--- src/rtl/pipeline_ctrl.sv ---
// Pipeline hazard controller: load-use stalls, branch flush and a multi-cycle
// multiply/divide occupancy window, plus a saturating stall-cycle counter.
module pipeline_ctrl #(
    parameter int unsigned MD_CYCLES = 32
) (
    input  logic        clk,
    input  logic        reset,
    input  logic [4:0]  ID_rs,
    input  logic [4:0]  ID_rt,
    input  logic [4:0]  EX_rt,
    input  logic        EX_MemRead,
    input  logic        branch_taken,
    input  logic        md_start,
    output logic        PC_enable,
    output logic        IF_ID_enable,
    output logic        ID_EX_enable,
    output logic        IF_ID_flush,
    output logic        md_busy,
    output logic        md_done,
    output logic [15:0] stall_cycles
);

    typedef enum logic [1:0] {StRun, StMdBusy, StFlush} state_e;

    localparam logic [5:0] MdLoad = 6'(MD_CYCLES - 1);

    state_e      state_q, state_d;
    logic [5:0]  md_cnt_q, md_cnt_d;
    logic [15:0] stall_d;
    logic        load_use;

    assign load_use = EX_MemRead && (EX_rt != 5'd0) && ((EX_rt == ID_rs) || (EX_rt == ID_rt));

    always_comb begin
        state_d      = state_q;
        md_cnt_d     = md_cnt_q;
        PC_enable    = 1'b0;
        IF_ID_enable = 1'b0;
        ID_EX_enable = 1'b0;
        IF_ID_flush  = 1'b0;
        md_busy      = 1'b0;
        md_done      = 1'b0;
        if (reset) begin
            // Pipeline is frozen while reset is held.
            PC_enable    = 1'b1;
            IF_ID_enable = 1'b1;
            ID_EX_enable = 1'b1;
        end else begin
            case (state_q)
                StRun: begin
                    if (branch_taken) begin
                        state_d = StFlush;
                    end else if (md_start) begin
                        state_d  = StMdBusy;
                        md_cnt_d = MdLoad;
                    end else if (load_use) begin
                        PC_enable    = 1'b1;
                        IF_ID_enable = 1'b1;
                        ID_EX_enable = 1'b1;
                    end
                end
                StFlush: begin
                    IF_ID_flush  = 1'b1;
                    ID_EX_enable = 1'b1;
                    state_d      = StRun;
                end
                StMdBusy: begin
                    PC_enable    = 1'b1;
                    IF_ID_enable = 1'b1;
                    ID_EX_enable = 1'b1;
                    md_busy      = 1'b1;
                    if (md_cnt_q == 6'd0) begin
                        md_done = 1'b1;
                        state_d = StRun;
                    end else begin
                        md_cnt_d = md_cnt_q - 6'd1;
                    end
                end
                default: state_d = StRun;
            endcase
        end
    end

    always_comb begin
        stall_d = stall_cycles;
        if ((PC_enable || ID_EX_enable) && (stall_cycles != 16'hFFFF)) begin
            stall_d = stall_cycles + 16'd1;
        end
    end

    always_ff @(posedge clk or posedge reset) begin
        if (reset) begin
            state_q      <= StRun;
            md_cnt_q     <= 6'd0;
            stall_cycles <= 16'd0;
        end else begin
            state_q      <= state_d;
            md_cnt_q     <= md_cnt_d;
            stall_cycles <= stall_d;
        end
    end

endmodule

--- config.mk ---
export PLATFORM = sky130hd
export DESIGN_NAME = pipeline_ctrl
export DESIGN_NICKNAME = d
export VERILOG_FILES = /design/src/rtl/pipeline_ctrl.sv
export SDC_FILE = /design/constraint.sdc
export NUM_CORES = 1
export LEC_CHECK = 0
export CORE_ASPECT_RATIO = 1.25
export CORE_MARGIN = 2
export CORE_UTILIZATION = 47
export CTS_CLUSTER_DIAMETER = 200
export DETAILED_ROUTE_END_ITERATION = 7
export GPL_TIMING_DRIVEN = 0
export PLACE_DENSITY = 0.81
export SLEW_MARGIN = 20
export SYNTH_ARGS = -nofsm -noshare
export SYNTH_HDL_FRONTEND = slang
export SYNTH_SLANG_ARGS = --single-unit
--- constraint.sdc ---
create_clock -name clk -period 2.6 [get_ports clk]
set_clock_uncertainty 0.05 [all_clocks]
set_input_delay 0.78 -clock clk [delete_from_list [all_inputs] [get_ports clk]]
set_output_delay 0.78 -clock clk [all_outputs]
set_load 0.01 [all_outputs]
## Word-level counts from Yosys, hierarchy flattened

Cells that the tools add are included.

| word-level totals | value |
|---|---|
| logic and storage cells | 50 |
| input port bits | 20 |
| flip-flop bits (word level) | 24 |

| operators by class | value |
|---|---|
| reduce and logical (&&, ||, !) cells | 12 |
| bitwise operators | 1 |
| eq/ne operators | 10 |
| mux-type cells | 22 |
| $add $sub $neg | 2 |

Operators by type and width:

| operator | number |
|---|---|
| 6-bit 2-to-1 mux | 3 |
| 16-bit by 1-bit adder with 16-bit output (second input constant) | 1 |
| 16-bit != test (second input constant) | 1 |
| 1-bit 2-to-1 mux | 12 |
| 6-bit case mux with 2 select lines | 1 |
| 5-bit equality test | 2 |
| 2-bit != test (second input constant) | 4 |
| 6-bit logical NOT | 1 |
| 2-bit 2-to-1 mux | 3 |
| 6-bit by 1-bit subtractor with 6-bit output (second input constant) | 1 |
| 5-bit AND reduction | 1 |
| 5-bit nonzero test | 1 |
| 1-bit case mux with 2 select lines | 2 |
| 2-bit case mux with 2 select lines | 1 |
| 1-bit logical AND | 3 |
| 3-bit != test (second input constant) | 1 |
| 3-bit AND reduction | 1 |
| 2-bit by 1-bit equality test with 1-bit output (second input constant) | 1 |
| 2-bit equality test (second input constant) | 1 |
| 2-bit logical NOT | 1 |
| 1-bit logical OR | 2 |
| 2-bit nonzero test | 1 |
| 2-bit OR reduction | 1 |
| 1-bit inverter | 1 |

## Logic depth before layout (Yosys ltp)

| logic depth | value |
|---|---|
| depth in word-level cells | 10 |
| mapped depth | 9 |
| depth with buffers taken out | 8 |

## Worst setup path before layout

OpenSTA, ideal clock, no wires.

| timing | value |
|---|---|
| path type | input port to output port |
| from | in branch_taken |
| to | out ID_EX_enable |
| path buffers | 0 |
| cell stages on the path | 4 |
| path slack | 0.044 ns |
| arrival time | 1.726 ns |
| required time | 1.770 ns |
| path through | nand2b_2 > a2111oi_4 > a21oi_1 > o21ai_0 |

| between the ends | value |
|---|---|
| word-level cells in the longest chain between the ends | 3 |

RTL lines:

| element | RTL line | source |
|---|---|---|
| from (decl) | 12 | `input logic branch_taken,` |
| 1-bit 2-to-1 mux | 51 | `if (branch_taken) begin` |
| 1-bit case mux with 2 select lines | 49 | `case (state_q)` |
| 1-bit 2-to-1 mux | 43 | `if (reset) begin` |
| to (decl) | 16 | `output logic ID_EX_enable,` |

Every way passes these cells.

## Worst setup path after layout

| timing | value |
|---|---|
| from | in ID_rs[4] |
| to | out ID_EX_enable |

| between the ends | value |
|---|---|
| word-level cells in the longest chain between the ends | 8 |

RTL lines:

| element | RTL line | source |
|---|---|---|
| from (decl) | 8 | `input logic [4:0] ID_rs,` |
| 5-bit equality test | 32 | `assign load_use = EX_MemRead && (EX_rt != 5'd0) && ((EX_rt == ID_rs) \|\| (EX_rt == ID_rt));` |
| 1-bit logical OR | 32 |  |
| 1-bit logical AND | 32 |  |
| 1-bit 2-to-1 mux | 56 | `end else if (load_use) begin` |
| 1-bit 2-to-1 mux | 53 | `end else if (md_start) begin` |
| 1-bit 2-to-1 mux | 51 |  |
| 1-bit case mux with 2 select lines | 49 |  |
| 1-bit 2-to-1 mux | 43 |  |

Every way passes these cells.

==> summary.txt <==
Status
  – Status: finished with violations
  – Failing checks: negative setup slack

Finish
  – Fin nets: 233
  – Final Util: 69.6%
  – Area Growth Syn to Fin: 39.8%
  – Post-Layout Cell Count: 240
  – N_diodes: 0
  – Share of layout cells above drive strength 1: 24.5%

Power and ir drop
  – Power density over the cells: 804 nW/µm²
  – Worst VDD drop: 0.576 mV
  – Leak pwr: 0.000888 µW

STA
  – Achievable Freq: 368 MHz
  – Max-slew violations: 0
  – RSZ-0062 raised after global routing: true
  – Fin. Hold Viols: 0
  – Period utilization: 104%
  – Worst hold margin: 0.467 ns
  – Setup violators final: 2
  – Slew headroom: 62.1%
  – Worst Tran Pin Value: 0.565 ns
  – Min Clock Period, post-route: 2.71 ns
  – Setup slack after layout: -0.114 ns

Global route
  – Total global-route track usage: 21.8%
  – Initial antenna violation count: 0
  – Gr ovfl total: 0
  – Number of global-route vias before repair: 1,352
  – First-pass GRT wire length: 5770 µm
  – Largest net degree at the start of global routing: 14

Setup path
  – Critical Path AT: 1.88 ns
  – Crit path kind: input port to primary output
  – CP Data Required Time: 1.77 ns
  – CP startpoint kind: input port
  – Worst setup EP type: primary output
  – Crit path max fanout: 2

Die
  – Die ar.: 3590 µm²
  – Row cnt: 22
  – Die Ht: 66.5 µm
  – Core Footprint: 2950 µm²
  – Io pins: 42
  – DIE WIDTH: 54.0 µm
  – Initial Utilization: 49.8%

Yosys
  – Syn nets: 174
  – Yosys top cell area share: 41.0%
  – Async SR Flop Fraction: 100%
  – Cell taking the most area after synthesis: dfrtp_1
  – Syn Inst Count: 147
  – Post-Syn Area per Cell: 9.98 µm²
  – Sequential share of the synthesized area: 41.0%
  – FF+latch count, synth: 24
  – Post-synth design cell area: 1470 µm²
  – Post-synth EDFFs: 0
  – YS warnings: 0
  – Synth Flop Type: dfrtp_1
  – Distinct cells, synth: 35
  – Leading post-synthesis cells by cell area: dfrtp_1 (41%), xnor2_1 (14%), ha_1 (6.0%), xor2_1 (4.2%), nand2_1 (4.1%)

Clock tree
  – Clock Latency Late Sink: 0.31 ns
  – CTS tree: done
  – Root buffer cell: clkbuf_4
  – Clock Pin Slew Worst Setup and Hold Paths: 0.12 ns
  – Clock tree sinks: 24
  – TritonCTS Buffers: 3
  – CTS Buffer Depth: 2
  – H-tree lvl count: 1

Hold path
  – Worst hold path class: flip-flop to flip-flop

Place
  – Placed insts: 224
  – Port-buffer cells: 41
  – Hpwl dp: 2540 µm
  – GPL Wtd Cong: 0.783

Detailed routing
  – Routed Antenna Nets: 0
  – Drt first pass iters: 4
  – Vias: 1,295
  – DR iter-0 viols: 20
  – # DRC: 0
  – Via density per instance: 5.40
  – Final wirelength: 3560 µm
  – Routed length per instance: 14.8 µm

Flow run
  – MaxCap Viol Count: 0
through the flow:
step           instance area [µm²]  total power, µW  TNS (ns)  setup slack [ns]
2_1_floorplan                 1470             1080         0            0.0436
3_3_place_gp                  1920             1330     -5.71             -1.00
3_5_place_dp                  1920             1360     -6.98             -1.06
4_1_cts                       2030             1600    -0.189            -0.117
5_1_grt                       2050             1780    -0.505            -0.195
6_report                      2050             1650    -0.186            -0.114
synth_stat cells (all sizes together), types with 3 or more instances:
master and n:
a21oi 6, and2 3, and3 4, buf 3
dfrtp 24, ha 7, inv 8, nand2 16
nand3 11, nand4 6, nor2 5, nor3 4
o21ai 3, xnor2 23, xor2 7
kinds of logic (layout without fill, tap and decap cells):
group / count (synthesis) / count (layout) / share of synthesized area, %
AOI/OAI and AO/OA: 15 / 15 / 8.28
adders and majority gates: 7 / 7 / 5.97
muxes: 1 / 1 / 0.768
DFF: 24 / 24 / 41.0
and+or+nand+nor: 59 / 59 / 22.3
xor gates and xnor gates: 30 / 30 / 17.9
buffers and inverters: 11 / 68 / 3.84
cells in the final DEF (no fill, tap or decap), types with 2 or more instances in the layout:
cell type / synthesis / final
a21oi_1: 6 / 5
and2_1: 3 / 3
and3_1: 3 / 3
and4_1: 2 / 2
buf_2: 0 / 7
buf_4: 1 / 13
clkbuf_2: 0 / 3
clkbuf_4: 0 / 3
clkdlybuf4s15_1: 0 / 5
clkdlybuf4s15_2: 0 / 2
clkdlybuf4s50_1: 0 / 17
dfrtp_1: 24 / 24
dlygate4sd2_1: 0 / 5
ha_1: 7 / 5
ha_4: 0 / 2
inv_1: 8 / 4
inv_2: 0 / 3
nand2_1: 16 / 16
nand3_1: 11 / 11
nand4_1: 4 / 4
nand4_2: 2 / 2
nor2_1: 5 / 4
nor2b_1: 2 / 2
nor3_1: 3 / 3
o21ai_0: 3 / 2
xnor2_1: 23 / 22
xor2_1: 7 / 7
power breakdown:
| part | switching [µW] | internal, µW | leakage [µW] |
|---|---|---|---|
| Clock | 100 | 54.1 | 0.0000138 |
| Combinational | 408 | 481 | 0.000582 |
| Sequential | 125 | 479 | 0.000293 |
per-layer routing:
metal  track usage [%]  wire, µm
met5                 0         0
met4              6.41        31
met3              3.36       280
met2              41.9      1880
met1              23.2      1360
flip-flops by register name, summed over array words and instances, names as in the netlist:
name          cells
md_cnt_q          6
stall_cycles     16
state_q           2
layout make-up:
type	count	area [µm²]
Buffer	3	26.3
Timing Repair inverter	1	5.00
Multi-Input combinational cell	112	866
Clock buffer	3	22.5
Sequential cell	24	601
Timing Repair Buffer	53	450
Inverter	8	33.8
Fill cell	239	896
Tap cell	36	45.0
timing repair:
action | 4_1_cts | 5_1_grt
cloned | 1 | 0
hold buffers | 0 | 0
pin swaps | 15 | 14
resized for setup | 73 | 6
endpoints found under the setup margin | 6 | 4
buffers inserted | 8 | 4
worst max-delay path: stages:
cell and delay (ns):
clkdlybuf4s15_1 0.18, xnor2_1 0.15, nand3_1 0.11, o22ai_2 0.22, buf_4 0.15, a21oi_2 0.05
o21ai_1 0.10, buf_2 0.15
worst paths after layout:
check | from | endpoint | slack, ns | depth (start not counted)
worst max-delay path | ID_rs[4] | ID_EX_enable | -0.11 | 8
worst min-delay path | stall_cycles[9] | stall_cycles[9] | 0.47 | 1
worst max register to register | state_q[1] | stall_cycles[6] | 0.35 | 11
worst min register to register | stall_cycles[9] | stall_cycles[9] | 0.47 | 1
max in group asynchronous | reset | md_cnt_q[1] | 1.56 | 2
min in group asynchronous | reset | stall_cycles[15] | 0.55 | 2
Power figures use the tool's default switching activity.
